File: config.mk
export PLATFORM = sky130hd
export DESIGN_NAME = data_mem_arbiter_flat
export DESIGN_NICKNAME = d
export VERILOG_FILES = /design/src/rtl/data_mem_arbiter_if.sv /design/src/rtl/data_mem_arbiter.sv /design/src/flat_wrapper.sv
export SDC_FILE = /design/constraint.sdc
export NUM_CORES = 1
export LEC_CHECK = 0
export BUFFER_PORTS_ARGS = -buffer_cell sky130_fd_sc_hd__buf_2
export CAP_MARGIN = 30
export CORE_ASPECT_RATIO = 1.2
export CORE_MARGIN = 2
export CORE_UTILIZATION = 25
export CTS_CLUSTER_SIZE = 40
export DETAILED_ROUTE_END_ITERATION = 8
export GPL_ROUTABILITY_DRIVEN = 1
export GPL_TIMING_DRIVEN = 0
export PLACE_DENSITY_LB_ADDON = 0.08
export SLEW_MARGIN = 20
export SYNTH_ARGS = -nofsm -noshare
export SYNTH_HDL_FRONTEND = slang
export SYNTH_SLANG_ARGS = --single-unit
File: constraint.sdc
create_clock -name clk -period 1.39 [get_ports clk]
set_input_delay 0.139 -clock clk [delete_from_list [all_inputs] [get_ports clk]]
set_output_delay 0.139 -clock clk [all_outputs]
set_load 0.01 [all_outputs]
File: src/rtl/data_mem_arbiter_if.sv
// data_mem_arbiter_if: both requester ports and the data memory side of the arbiter
interface data_mem_arbiter_if #(
  parameter int DATA_WIDTH = 32,
  parameter int ADDR_WIDTH = 17
);
  logic                  req0_valid, req0_we, req0_lock, req0_ready;
  logic [ADDR_WIDTH-1:0] req0_addr;
  logic [DATA_WIDTH-1:0] req0_wdata;
  logic                  rsp0_valid;
  logic [DATA_WIDTH-1:0] rsp0_rdata;
  logic                  req1_valid, req1_we, req1_lock, req1_ready;
  logic [ADDR_WIDTH-1:0] req1_addr;
  logic [DATA_WIDTH-1:0] req1_wdata;
  logic                  rsp1_valid;
  logic [DATA_WIDTH-1:0] rsp1_rdata;
  logic [ADDR_WIDTH-1:0] mem_addr;
  logic [DATA_WIDTH-1:0] mem_wdata;
  logic                  mem_we;
  logic [DATA_WIDTH-1:0] mem_rdata;
  modport slave (
    input  req0_valid, req0_we, req0_lock, req0_addr, req0_wdata,
    input  req1_valid, req1_we, req1_lock, req1_addr, req1_wdata,
    output req0_ready, rsp0_valid, rsp0_rdata,
    output req1_ready, rsp1_valid, rsp1_rdata,
    output mem_addr, mem_wdata, mem_we,
    input  mem_rdata
  );
  modport master (
    output req0_valid, req0_we, req0_lock, req0_addr, req0_wdata,
    output req1_valid, req1_we, req1_lock, req1_addr, req1_wdata,
    input  req0_ready, rsp0_valid, rsp0_rdata,
    input  req1_ready, rsp1_valid, rsp1_rdata,
    input  mem_addr, mem_wdata, mem_we,
    output mem_rdata
  );
endinterface

File: src/rtl/data_mem_arbiter.sv
// data_mem_arbiter: round-robin two-port data memory arbiter with locked bursts and lock watchdog
module data_mem_arbiter #(
  parameter int DATA_WIDTH = 32,
  parameter int ADDR_WIDTH = 17,
  parameter int LOCK_MAX   = 15
) (
  input  logic              clk,
  input  logic              rst,
  data_mem_arbiter_if.slave bus,
  output logic              lock_abort_o
);
  localparam int CW = $clog2(LOCK_MAX + 1);
  typedef enum logic [1:0] {OPEN, LOCK0, LOCK1} state_t;
  state_t                state_q, state_d;
  logic                  last_q, last_d;
  logic [CW-1:0]         idle_q, idle_d;
  logic                  abort_q, abort_d;
  logic                  gnt0, gnt1;
  logic                  rd0, rd1;
  logic                  rsp0_valid_q, rsp1_valid_q;
  logic [DATA_WIDTH-1:0] rsp0_rdata_q, rsp1_rdata_q;
  // grant selection, ownership next-state and idle-owner watchdog
  always_comb begin
    state_d = state_q;
    last_d  = last_q;
    idle_d  = '0;
    abort_d = 1'b0;
    gnt0    = rst & (state_q == LOCK0 ? bus.req0_valid :
                     state_q == OPEN  ? bus.req0_valid & (~bus.req1_valid | last_q) : 1'b0);
    gnt1    = rst & (state_q == LOCK1 ? bus.req1_valid :
                     state_q == OPEN  ? bus.req1_valid & (~bus.req0_valid | ~last_q) : 1'b0);
    if (gnt0 | gnt1) begin
      last_d  = gnt1;
      state_d = gnt1 ? (bus.req1_lock ? LOCK1 : OPEN) : (bus.req0_lock ? LOCK0 : OPEN);
    end else if (state_q != OPEN) begin
      if (idle_q == CW'(LOCK_MAX - 1)) begin
        state_d = OPEN;
        abort_d = 1'b1;
      end else begin
        idle_d = idle_q + 1'b1;
      end
    end
  end
  assign rd0            = gnt0 & ~bus.req0_we;
  assign rd1            = gnt1 & ~bus.req1_we;
  assign bus.req0_ready = gnt0;
  assign bus.req1_ready = gnt1;
  assign bus.mem_addr   = gnt1 ? bus.req1_addr : bus.req0_addr;
  assign bus.mem_wdata  = gnt1 ? bus.req1_wdata : bus.req0_wdata;
  assign bus.mem_we     = (gnt0 & bus.req0_we) | (gnt1 & bus.req1_we);
  assign bus.rsp0_valid = rsp0_valid_q;
  assign bus.rsp0_rdata = rsp0_rdata_q;
  assign bus.rsp1_valid = rsp1_valid_q;
  assign bus.rsp1_rdata = rsp1_rdata_q;
  assign lock_abort_o   = abort_q;
  // arbitration state plus read responses captured at the accept edge
  always_ff @(posedge clk) begin
    if (!rst) begin
      state_q      <= OPEN;
      last_q       <= 1'b1;
      idle_q       <= '0;
      abort_q      <= 1'b0;
      rsp0_valid_q <= 1'b0;
      rsp1_valid_q <= 1'b0;
      rsp0_rdata_q <= '0;
      rsp1_rdata_q <= '0;
    end else begin
      state_q      <= state_d;
      last_q       <= last_d;
      idle_q       <= idle_d;
      abort_q      <= abort_d;
      rsp0_valid_q <= rd0;
      rsp1_valid_q <= rd1;
      if (rd0) rsp0_rdata_q <= bus.mem_rdata;
      if (rd1) rsp1_rdata_q <= bus.mem_rdata;
    end
  end
endmodule

File: src/flat_wrapper.sv
// flat-port wrapper written by rule: the top's interface ports become plain ports
module data_mem_arbiter_flat 
#(
  parameter int DATA_WIDTH = 32,
  parameter int ADDR_WIDTH = 17,
  parameter int LOCK_MAX   = 15
)
  (clk, rst, lock_abort_o, bus_req0_valid, bus_req0_we, bus_req0_lock, bus_req0_addr, bus_req0_wdata, bus_req1_valid, bus_req1_we, bus_req1_lock, bus_req1_addr, bus_req1_wdata, bus_req0_ready, bus_rsp0_valid, bus_rsp0_rdata, bus_req1_ready, bus_rsp1_valid, bus_rsp1_rdata, bus_mem_addr, bus_mem_wdata, bus_mem_we, bus_mem_rdata);
  data_mem_arbiter_if #(.DATA_WIDTH(DATA_WIDTH), .ADDR_WIDTH(ADDR_WIDTH)) bus_i ();
  input  logic clk;
  input  logic rst;
  output logic lock_abort_o;
  input wire logic [$bits(bus_i.req0_valid)-1:0] bus_req0_valid;
  input wire logic [$bits(bus_i.req0_we)-1:0] bus_req0_we;
  input wire logic [$bits(bus_i.req0_lock)-1:0] bus_req0_lock;
  input wire logic [$bits(bus_i.req0_addr)-1:0] bus_req0_addr;
  input wire logic [$bits(bus_i.req0_wdata)-1:0] bus_req0_wdata;
  input wire logic [$bits(bus_i.req1_valid)-1:0] bus_req1_valid;
  input wire logic [$bits(bus_i.req1_we)-1:0] bus_req1_we;
  input wire logic [$bits(bus_i.req1_lock)-1:0] bus_req1_lock;
  input wire logic [$bits(bus_i.req1_addr)-1:0] bus_req1_addr;
  input wire logic [$bits(bus_i.req1_wdata)-1:0] bus_req1_wdata;
  output wire logic [$bits(bus_i.req0_ready)-1:0] bus_req0_ready;
  output wire logic [$bits(bus_i.rsp0_valid)-1:0] bus_rsp0_valid;
  output wire logic [$bits(bus_i.rsp0_rdata)-1:0] bus_rsp0_rdata;
  output wire logic [$bits(bus_i.req1_ready)-1:0] bus_req1_ready;
  output wire logic [$bits(bus_i.rsp1_valid)-1:0] bus_rsp1_valid;
  output wire logic [$bits(bus_i.rsp1_rdata)-1:0] bus_rsp1_rdata;
  output wire logic [$bits(bus_i.mem_addr)-1:0] bus_mem_addr;
  output wire logic [$bits(bus_i.mem_wdata)-1:0] bus_mem_wdata;
  output wire logic [$bits(bus_i.mem_we)-1:0] bus_mem_we;
  input wire logic [$bits(bus_i.mem_rdata)-1:0] bus_mem_rdata;
  assign bus_i.req0_valid = bus_req0_valid;
  assign bus_i.req0_we = bus_req0_we;
  assign bus_i.req0_lock = bus_req0_lock;
  assign bus_i.req0_addr = bus_req0_addr;
  assign bus_i.req0_wdata = bus_req0_wdata;
  assign bus_i.req1_valid = bus_req1_valid;
  assign bus_i.req1_we = bus_req1_we;
  assign bus_i.req1_lock = bus_req1_lock;
  assign bus_i.req1_addr = bus_req1_addr;
  assign bus_i.req1_wdata = bus_req1_wdata;
  assign bus_req0_ready = bus_i.req0_ready;
  assign bus_rsp0_valid = bus_i.rsp0_valid;
  assign bus_rsp0_rdata = bus_i.rsp0_rdata;
  assign bus_req1_ready = bus_i.req1_ready;
  assign bus_rsp1_valid = bus_i.rsp1_valid;
  assign bus_rsp1_rdata = bus_i.rsp1_rdata;
  assign bus_mem_addr = bus_i.mem_addr;
  assign bus_mem_wdata = bus_i.mem_wdata;
  assign bus_mem_we = bus_i.mem_we;
  assign bus_i.mem_rdata = bus_mem_rdata;
  data_mem_arbiter #(.DATA_WIDTH(DATA_WIDTH), .ADDR_WIDTH(ADDR_WIDTH), .LOCK_MAX(LOCK_MAX)) u_core (.clk(clk), .rst(rst), .bus(bus_i), .lock_abort_o(lock_abort_o));
endmodule
# == Yosys cells after proc, flatten, opt, wreduce, memory -nomap -nowiden ==
# Cells that the tools add are included.
# totals
in_bits,138
word_cells,51
reg_bits,74
# classes
n_bitwise,19
n_reduce_logical,7
mux,13
addsub,1
n_eq_ne,3
# ops
op,count
$mux W32,1
$mux W17,1
$mux W2,5
$and A1 B1 Y1,8
$not A1 Y1,7
$mux W1,6
$reduce_bool A2 Y1,3
$add A4 B1 Y4 const B,1
$eq A4 B4 Y1 const B,1
$or A1 B1 Y1,4
$reduce_or A4 Y1,1
$reduce_or A3 Y1,1
$eq A2 B1 Y1 const B,1
$eq A2 B2 Y1 const B,1
$logic_not A2 Y1,1
$reduce_and A2 Y1,1

# == Logic depth before layout (Yosys ltp) ==
# Gate-level depths: netlist (run 1).
# depth
ltp_word,9
ltp_mapped,5
depth_no_buf,4

# == Worst setup path before layout (run 1) ==
# Ideal clock, no wire load.
# synth_path
path_kind,register -> output
from,register u_core.state_q[1]
to,output bus_mem_addr[0]
t_arrival_ps,1273
stages_incl_launch_ff,6
required_time_ps,1251
path_buffers,2
setup_slack_ps,-22
path_cell_list,dfxtp_1 -> nand3b_4 -> and3_4 -> buf_12 -> buf_12 -> mux2_4
# synth_between
elab_chain_cells,5
elab_cells_between_ends,6
cone_classes,eq/ne (1); mux (3); bitwise (1); reduce/logical (1)
# synth_lines
item,line,text
"start, declared",data_mem_arbiter.sv:14,"state_t state_q, state_d;"
"start signal, assigned",data_mem_arbiter.sv:68,state_q <= state_d;
$logic_not A2 Y1,data_mem_arbiter.sv:31,state_q == OPEN ? bus.req1_valid & (~bus.req0_valid | ~last_q) : 1'b0);
$mux W1,data_mem_arbiter.sv:31,
$mux W1 (*),data_mem_arbiter.sv:30,gnt1 = rst & (state_q == LOCK1 ? bus.req1_valid :
$and A1 B1 Y1 (*),data_mem_arbiter.sv:30,
$mux W17 (*),data_mem_arbiter.sv:48,assign bus.mem_addr = gnt1 ? bus.req1_addr : bus.req0_addr;
"end, declared",flat_wrapper.sv:29,output wire logic [$bits(bus_i.mem_addr)-1:0] bus_mem_addr;
# Every way passes the cells marked *; elsewhere a longest branch is shown, timed or not.

# == Worst setup path after layout (run 1) ==
# layout_path
from,register u_core.state_q[0]
to,output bus_mem_we
# layout_between
elab_chain_cells,6
elab_cells_between_ends,12
cone_classes,eq/ne (2); mux (4); bitwise (5); reduce/logical (1)
# layout_lines
item,line,text
$logic_not A2 Y1,"data_mem_arbiter.sv:29, data_mem_arbiter.sv:31",
$mux W1 (on tied branches),"data_mem_arbiter.sv:29, data_mem_arbiter.sv:31",
$mux W1 (on tied branches),"data_mem_arbiter.sv:28, data_mem_arbiter.sv:30",
$and A1 B1 Y1 (on tied branches),"data_mem_arbiter.sv:28, data_mem_arbiter.sv:30",
$and A1 B1 Y1,data_mem_arbiter.sv:50,assign bus.mem_we = (gnt0 & bus.req0_we) | (gnt1 & bus.req1_we);
$or A1 B1 Y1 (*),data_mem_arbiter.sv:50,
"end, declared",flat_wrapper.sv:31,output wire logic [$bits(bus_i.mem_we)-1:0] bus_mem_we;
# Marked as above.

==> results of run 1 <==
flip-flops by register name, indices dropped and copies added (netlist names):
register and cells:
u_core.state_q 2, u_core.idle_q 4, u_core.last_q 1, u_core.lock_abort_o 1
u_core.bus.rsp1_rdata 32, u_core.bus.rsp0_valid 1, u_core.bus.rsp1_valid 1, u_core.bus.rsp0_rdata 32
cell usage in the layout, fill, tap and decap left out, drive strengths merged, types with 2 or more instances in the layout:
cell type  synthesis  final
inv                3      4
nor3               4      4
diode              0      5
mux2i             64     64
ha                 2      2
and4bb             2      2
clkbuf             9     19
bufinv             0      3
and3               2      2
nand2             99     99
dfxtp             74     74
nand3              4      4
buf               15    290
o2bb2ai            2      2
mux2              49     49
what timing repair did:
item | CTS | global route
resized for setup | 70 | 11
cloned | 4 | 1
buffers inserted | 11 | 4
setup endpoints to repair | 110 | 110
endpoints found under the hold margin | 0 | 0
hold buffers | 0 | 0
pin swaps | 2 | 2
final cells by class:
class | count | area, µm²
flip-flops and latches | 74 | 1490
inverters | 3 | 11.3
clock inverters | 5 | 104
plain buffers | 24 | 262
repair buffers | 276 | 1910
fillers | 1390 | 8170
multi-input cells | 241 | 2020
well taps | 175 | 219
diodes | 5 | 12.5
clock buffers | 9 | 225
synth_stat cells:
library cell | count | share of area [%]
o2bb2ai_1 | 2 | 0.47
nor2_1 | 1 | 0.10
mux2_2 | 2 | 0.61
or2b_1 | 1 | 0.20
mux2i_1 | 64 | 17
nand3_1 | 4 | 0.54
clkbuf_1 | 9 | 0.91
xor2_1 | 1 | 0.24
o21ai_0 | 1 | 0.14
a31oi_1 | 1 | 0.17
dfxtp_1 | 74 | 40
and4bb_2 | 2 | 0.68
buf_6 | 3 | 0.91
nor3_1 | 4 | 0.54
nand2b_1 | 1 | 0.17
inv_1 | 3 | 0.30
buf_4 | 3 | 0.61
nand2_1 | 97 | 9.8
nand3b_4 | 1 | 0.54
and3_4 | 1 | 0.30
buf_12 | 6 | 3.2
and3_1 | 1 | 0.17
mux2_4 | 47 | 19
nand2_2 | 2 | 0.34
or3b_1 | 1 | 0.24
and4b_1 | 1 | 0.27
buf_1 | 1 | 0.10
nor2b_1 | 1 | 0.17
xnor2_1 | 1 | 0.24
a22o_1 | 1 | 0.24
ha_1 | 2 | 0.68
and3b_2 | 1 | 0.27
buf_2 | 2 | 0.27
critical path: cells and delay by family (launching register included):
| family | cells | cell delay, ns |
|---|---|---|
| AO/OA/AOI/OAI | 1 | 0.20 |
| buffers and inverters | 2 | 0.25 |
| AND/OR/NAND/NOR | 2 | 0.61 |
| flip-flops | 1 | 0.36 |
routing by layer:
| metal | part of all wire (%) | global-route usage (%) | vias up |
|---|---|---|---|
| met3 | 10 | 6.16 | 14 |
| li1 | - | - | 1741 |
| met4 | 1.7 | 6.22 | 0 |
| met2 | 53 | 30.2 | 163 |
| met5 | 0 | 0 | - |
| met1 | 35 | 15.0 | 1632 |
power groups by stage:
| stage | clock network, W | logic, W | registers, W |
|---|---|---|---|
| floorplan | 0 | 0.000568 | 0.00230 |
| global placement | 0 | 0.00105 | 0.00227 |
| detailed placement | 0 | 0.00106 | 0.00227 |
| CTS | 0.00269 | 0.00131 | 0.00223 |
| global route | 0.00277 | 0.00144 | 0.00223 |
| finish | 0.00262 | 0.00134 | 0.00223 |
cell families after synthesis:
kind of cell	share of synthesized area [%]
multiplexers	37.0
AO/OA/AOI/OAI	1.02
XOR/XNOR	0.474
buffers and inverters	6.36
adder cells (fa/ha/maj)	0.677
flip-flops	40.1
AND/OR/NAND/NOR	14.4
per-stage QoR:
stage	power (W)	cell area, µm²	util [%]
after floorplan	0.00287	3700	-
after global placement	0.00332	5200	36.1
after detailed placement	0.00333	5200	36.1
after CTS	0.00623	6130	42.5
after global routing	0.00644	6240	43.3
final	0.00619	6250	43.4
worst min-delay path by stage:
stage / from / end / slack (ns) / cells past startpoint
6_report: bus_req1_lock / u_core.state_q[1] / 0.02 / 2
2_1_floorplan: bus_req1_lock / u_core.state_q[1] / 0.26 / 1
4_1_cts: bus_req1_lock / u_core.state_q[1] / 0.006 / 2
3_5_place_dp: bus_req1_lock / u_core.state_q[1] / 0.36 / 2
5_1_grt: bus_req0_lock / u_core.state_q[0] / 0.02 / 2
3_3_place_gp: bus_req0_lock / u_core.state_q[0] / 0.35 / 2
==> run_results.csv, run 1 <==
group,metric,value,unit
critical_path,worst-setup-path-type,"reg2out",
route,wirelength,13.3,mm
sta,tns,-32.83,ns
power,p_int,0.00473,W
cells_and_area,fin_nets,769,
power,p_comb_share,21.7,%
clock_tree,clk_pin_slew_worst_paths,0.06,ns
placement,portBuffers,256,
critical_path,cp-endpoint,"bus_mem_we",
placement,preCtsSetupSlack,-0.205,ns
critical_path,critPathLaunch,"u_core.state_q[0]",
cells_and_area,drive_gt1_share,57.8,%
synthesis,yosysWarnings,0,
floorplanning,core,0.0144,mm²
floorplanning,die_area,0.0158,mm²
sta,worst_pin_slew,0.584,ns
clock_tree,cts_sinks,74,
critical_path,ff2ff_setup_slack,-0.31,ns
power,p_sw_share,23.6,%
cells_and_area,final_cells,812,
synthesis,synthCells,342,
route,drtPass1Iterations,4,
power,p_seq_share,36.0,%
clock_tree,cts_max_level,3,
placement,placed_cells,773,
placement,detailed_place_hpwl,10.1,mm
sta,max_freq,0.529,GHz
critical_path,rr_worst_depth,8,
grt,antenna_found_initial,6,
grt,grt-ovfl-total,0,
grt,grt_pass1_wl,18.7,mm
synthesis,yosysSeqAreaShare,40.1,%
sta,worst_slack,-0.499,ns
route,vias,3550,
critical_path,max_stage_delay,0.36,ns
sta,setup_violations,115,
critical_path,crit_arrival,1.75,ns
floorplanning,die_w,115,µm
status,violations,"negative setup slack",
synthesis,synth_cell_type_count,33,
synthesis,syn_area,0.00370,mm²
grt,grt_usage,15.8,%
clock_tree,clock_latency,0.33,ns
status,status,"finished, violations left",
critical_path,cp_max_fo,3,
floorplanning,io-pin-count,257,
critical_path,slowest_stage,"dfxtp_4",
grt,grt_max_degree,13,
clock_tree,clock_path_buffers,2,
power,ir_drop,0.604,mV
clock_tree,cts_tree,"yes",
route,wl_per_cell,16.3,µm
synthesis,ys_seq_elements,74,
power,pwr-share-clk,42.4,%
grt,grt_pass1_vias,3636,
clock_tree,cts_root_buf,"clkbuf_16",
sta,slew-limit-headroom,61.1,%
worst_hold_path,min_path_type,"in2reg",
job,maxCapViolCount,0,
cells_and_area,syn_to_final_growth,69.0,%
route,drc,0,
synthesis,syn_nets,482,
critical_path,end_kind,"output pin",
floorplanning,die_h,137,µm
clock_tree,cts-buffers-inserted,9,
sta,hold_viol,0,
route,antenna_left,0,
critical_path,rr_endpoint,"u_core.bus.rsp0_rdata[14]",
sta,drv_slew,0,
synthesis,synth_area_per_cell,10.8,µm²
critical_path,critPathLaunchType,"flop",
critical_path,crit_chain,"buf_6 -> or3b_4 -> and4b_1 -> a22o_1 -> buf_2",
floorplanning,rows,48,
critical_path,crit_required,1.25,ns
sta,fin_hold_ws,0.0172,ns
sta,skew,0.00796,ns
sta,finalCritPeriodShare,136,%
power,power.leakage,3.45,nW
critical_path,timing.rr.start,"u_core.state_q[0]",
floorplanning,start_util,25.7,%
sta,fin_crit,1.89,ns
power,cellPowerDensity,991,mW/mm²
route,via_per_inst,4.37,
route,drtIter0Drc,90,
sta,rsz0062_at_grt,"yes",
placement,routabilityCongestion,0.735,
power,switchingPower,0.00146,W
No activity file was read; power rests on OpenSTA's default activity.
==> run 2: changes to the inputs <==
CORE_UTILIZATION = 38   (was 25)
SKIP_LAST_GASP = 1   (was not set)
==> run_results.csv, run 2 (synthesis results as in run 1) <==
group,metric,value,unit
clock_tree,cts_max_level,3,
critical_path,crit_arrival,1.74,ns
sta,rsz0062_at_grt,"yes",
clock_tree,cts-buffers-inserted,9,
grt,antenna_found_initial,4,
power,p_comb_share,22.8,%
sta,slew-limit-headroom,65.2,%
route,drtIter0Drc,86,
floorplanning,die_w,94.0,µm
worst_hold_path,min_path_type,"in2reg",
sta,hold_viol,0,
grt,grt_max_degree,14,
clock_tree,cts_sinks,74,
placement,routabilityCongestion,0.755,
critical_path,crit_required,1.25,ns
route,wl_per_cell,16.9,µm
cells_and_area,fin_nets,780,
status,status,"finished, violations left",
worst_hold_path,whs_path_depth,2,
critical_path,cp.buffers_inverters,3,
floorplanning,rows,39,
sta,drv_slew,0,
critical_path,critPathTopFamily,"buffers and inverters",
critical_path,timing.rr.start,"u_core.state_q[0]",
critical_path,ff2ff_setup_slack,-0.33,ns
clock_tree,clk_pin_slew_worst_paths,0.06,ns
power,p_sw_share,24.4,%
critical_path,worst-setup-path-type,"reg2out",
route,drtPass1Iterations,4,
route,vias,3628,
clock_tree,cts_tree,"yes",
floorplanning,die_h,112,µm
cells_and_area,final_util,67.0,%
sta,setup_violations,101,
cells_and_area,drive_gt1_share,58.9,%
route,wirelength,13.0,mm
power,ir_drop,1.07,mV
cells_and_area,syn_to_final_growth,72.5,%
worst_hold_path,hold_start,"bus_req0_lock",
power,p_seq_share,36.2,%
floorplanning,start_util,38.9,%
placement,preCtsSetupSlack,-0.222,ns
status,violations,"negative setup slack",
critical_path,critPathLaunchType,"flop",
route,antenna_left,0,
cells_and_area,final_cell_mix,"buf_2, nand2_1, dfxtp_1",
critical_path,rr_endpoint,"u_core.bus.rsp0_rdata[27]",
sta,skew,0.00589,ns
placement,portBuffers,256,
floorplanning,die_area,0.0105,mm²
critical_path,crit_chain,"nor2b_4 -> and3_4 -> buf_12 -> clkbuf_16 -> mux2_4 -> buf_6",
clock_tree,clock_latency,0.33,ns
route,drc,0,
sta,max_freq,0.532,GHz
critical_path,max_stage_delay,0.36,ns
route,via_per_inst,4.71,
grt,grt_usage,23.1,%
floorplanning,core,0.00952,mm²
clock_tree,clock_path_buffers,2,
placement,detailed_place_hpwl,9.73,mm
power,pwr-share-clk,41.0,%
sta,worst_pin_slew,0.522,ns
critical_path,slowest_stage,"dfxtp_4",
job,maxCapViolCount,0,
power,cellPowerDensity,965,mW/mm²
sta,fin_crit,1.88,ns
power,p_int,0.00465,W
power,power.leakage,3.53,nW
floorplanning,io-pin-count,257,
critical_path,rr_worst_depth,8,
worst_hold_path,min_to,"u_core.state_q[0]",
sta,fin_hold_ws,0.0160,ns
critical_path,cp_max_fo,7,
grt,grt_pass1_vias,3570,
clock_tree,cts_root_buf,"clkbuf_16",
sta,worst_slack,-0.489,ns
critical_path,end_kind,"output pin",
power,switchingPower,0.00150,W
grt,grt-ovfl-total,0,
cells_and_area,fillCellCount,766,
grt,grt_pass1_wl,18.8,mm
sta,finalCritPeriodShare,135,%
cells_and_area,layout_commonest_cell,"buf_2",
-- run 2: cell types whose count changed in the layout (fill, tap and decap cells not counted), sizes merged --
| cell | previous run | this run |
|---|---|---|
| diode | 5 | 2 |
| inv | 4 | 3 |
| clkinvlp | 0 | 4 |
| buf | 290 | 297 |
| bufinv | 3 | 2 |
| clkbuf | 19 | 24 |
| clkinv | 1 | 0 |
-- run 2: stage by stage --
step | cells | area, µm² | setup TNS (ns) | total power (W)
after floorplan | 342 | 3700 | 0 | 0.00287
after global placement | 721 | 5130 | -8.54 | 0.00332
after detailed placement | 721 | 5130 | -9.74 | 0.00333
after CTS | 753 | 5930 | -30.90 | 0.00600
after global routing | 769 | 6380 | -38.58 | 0.00636
final | 770 | 6380 | -33.75 | 0.00615
-- run 2: cell type report --
cell class | instances | area, µm² | share of cell area, %
diodes | 2 | 5.00 | 0.0785
flip-flops and latches | 74 | 1490 | 23.4
well taps | 123 | 154 | 2.41
plain buffers | 21 | 228 | 3.57
multi-input cells | 241 | 2040 | 32.0
clock inverters | 6 | 90.1 | 1.41
repair buffers | 290 | 2120 | 33.3
clock buffers | 10 | 239 | 3.75
inverters | 3 | 11.3 | 0.177
-- run 2: repair_timing --
item / 4_1_cts / 5_1_grt
pin swaps: 3 / 5
cloned: 5 / 5
gates resized for setup: 49 / 46
endpoints found under the setup margin: 100 / 96
hold buffers: 0 / 0
buffers inserted: 14 / 10
-- run 2: power groups by stage --
stage	Combinational, W	Sequential [W]	Clock (W)
6_report	0.00140	0.00223	0.00252
5_1_grt	0.00149	0.00223	0.00263
4_1_cts	0.00124	0.00223	0.00254
3_5_place_dp	0.00106	0.00227	0
3_3_place_gp	0.00104	0.00227	0
2_1_floorplan	0.000568	0.00230	0
-- run 2: routing by layer --
layer  part of all wire (%)  GRT usage, %
met1                     37          25.0
met2                     53          42.2
met3                    8.3          7.72
met4                    1.6          6.96
met5                   0.21             0
-- run 2: how the worst max path moves through the flow --
stage	slack (ns)	startpoint	end	cells after the start
floorplan	0.02	u_core.state_q[1]	bus_mem_addr[0]	5
global route	-0.53	u_core.state_q[1]	bus_mem_wdata[7]	6
CTS	-0.52	u_core.state_q[1]	bus_mem_wdata[12]	6
detailed placement	-0.22	u_core.state_q[1]	bus_mem_wdata[7]	6
global placement	-0.21	u_core.state_q[0]	bus_mem_wdata[7]	6
finish	-0.49	u_core.state_q[0]	bus_mem_wdata[16]	6
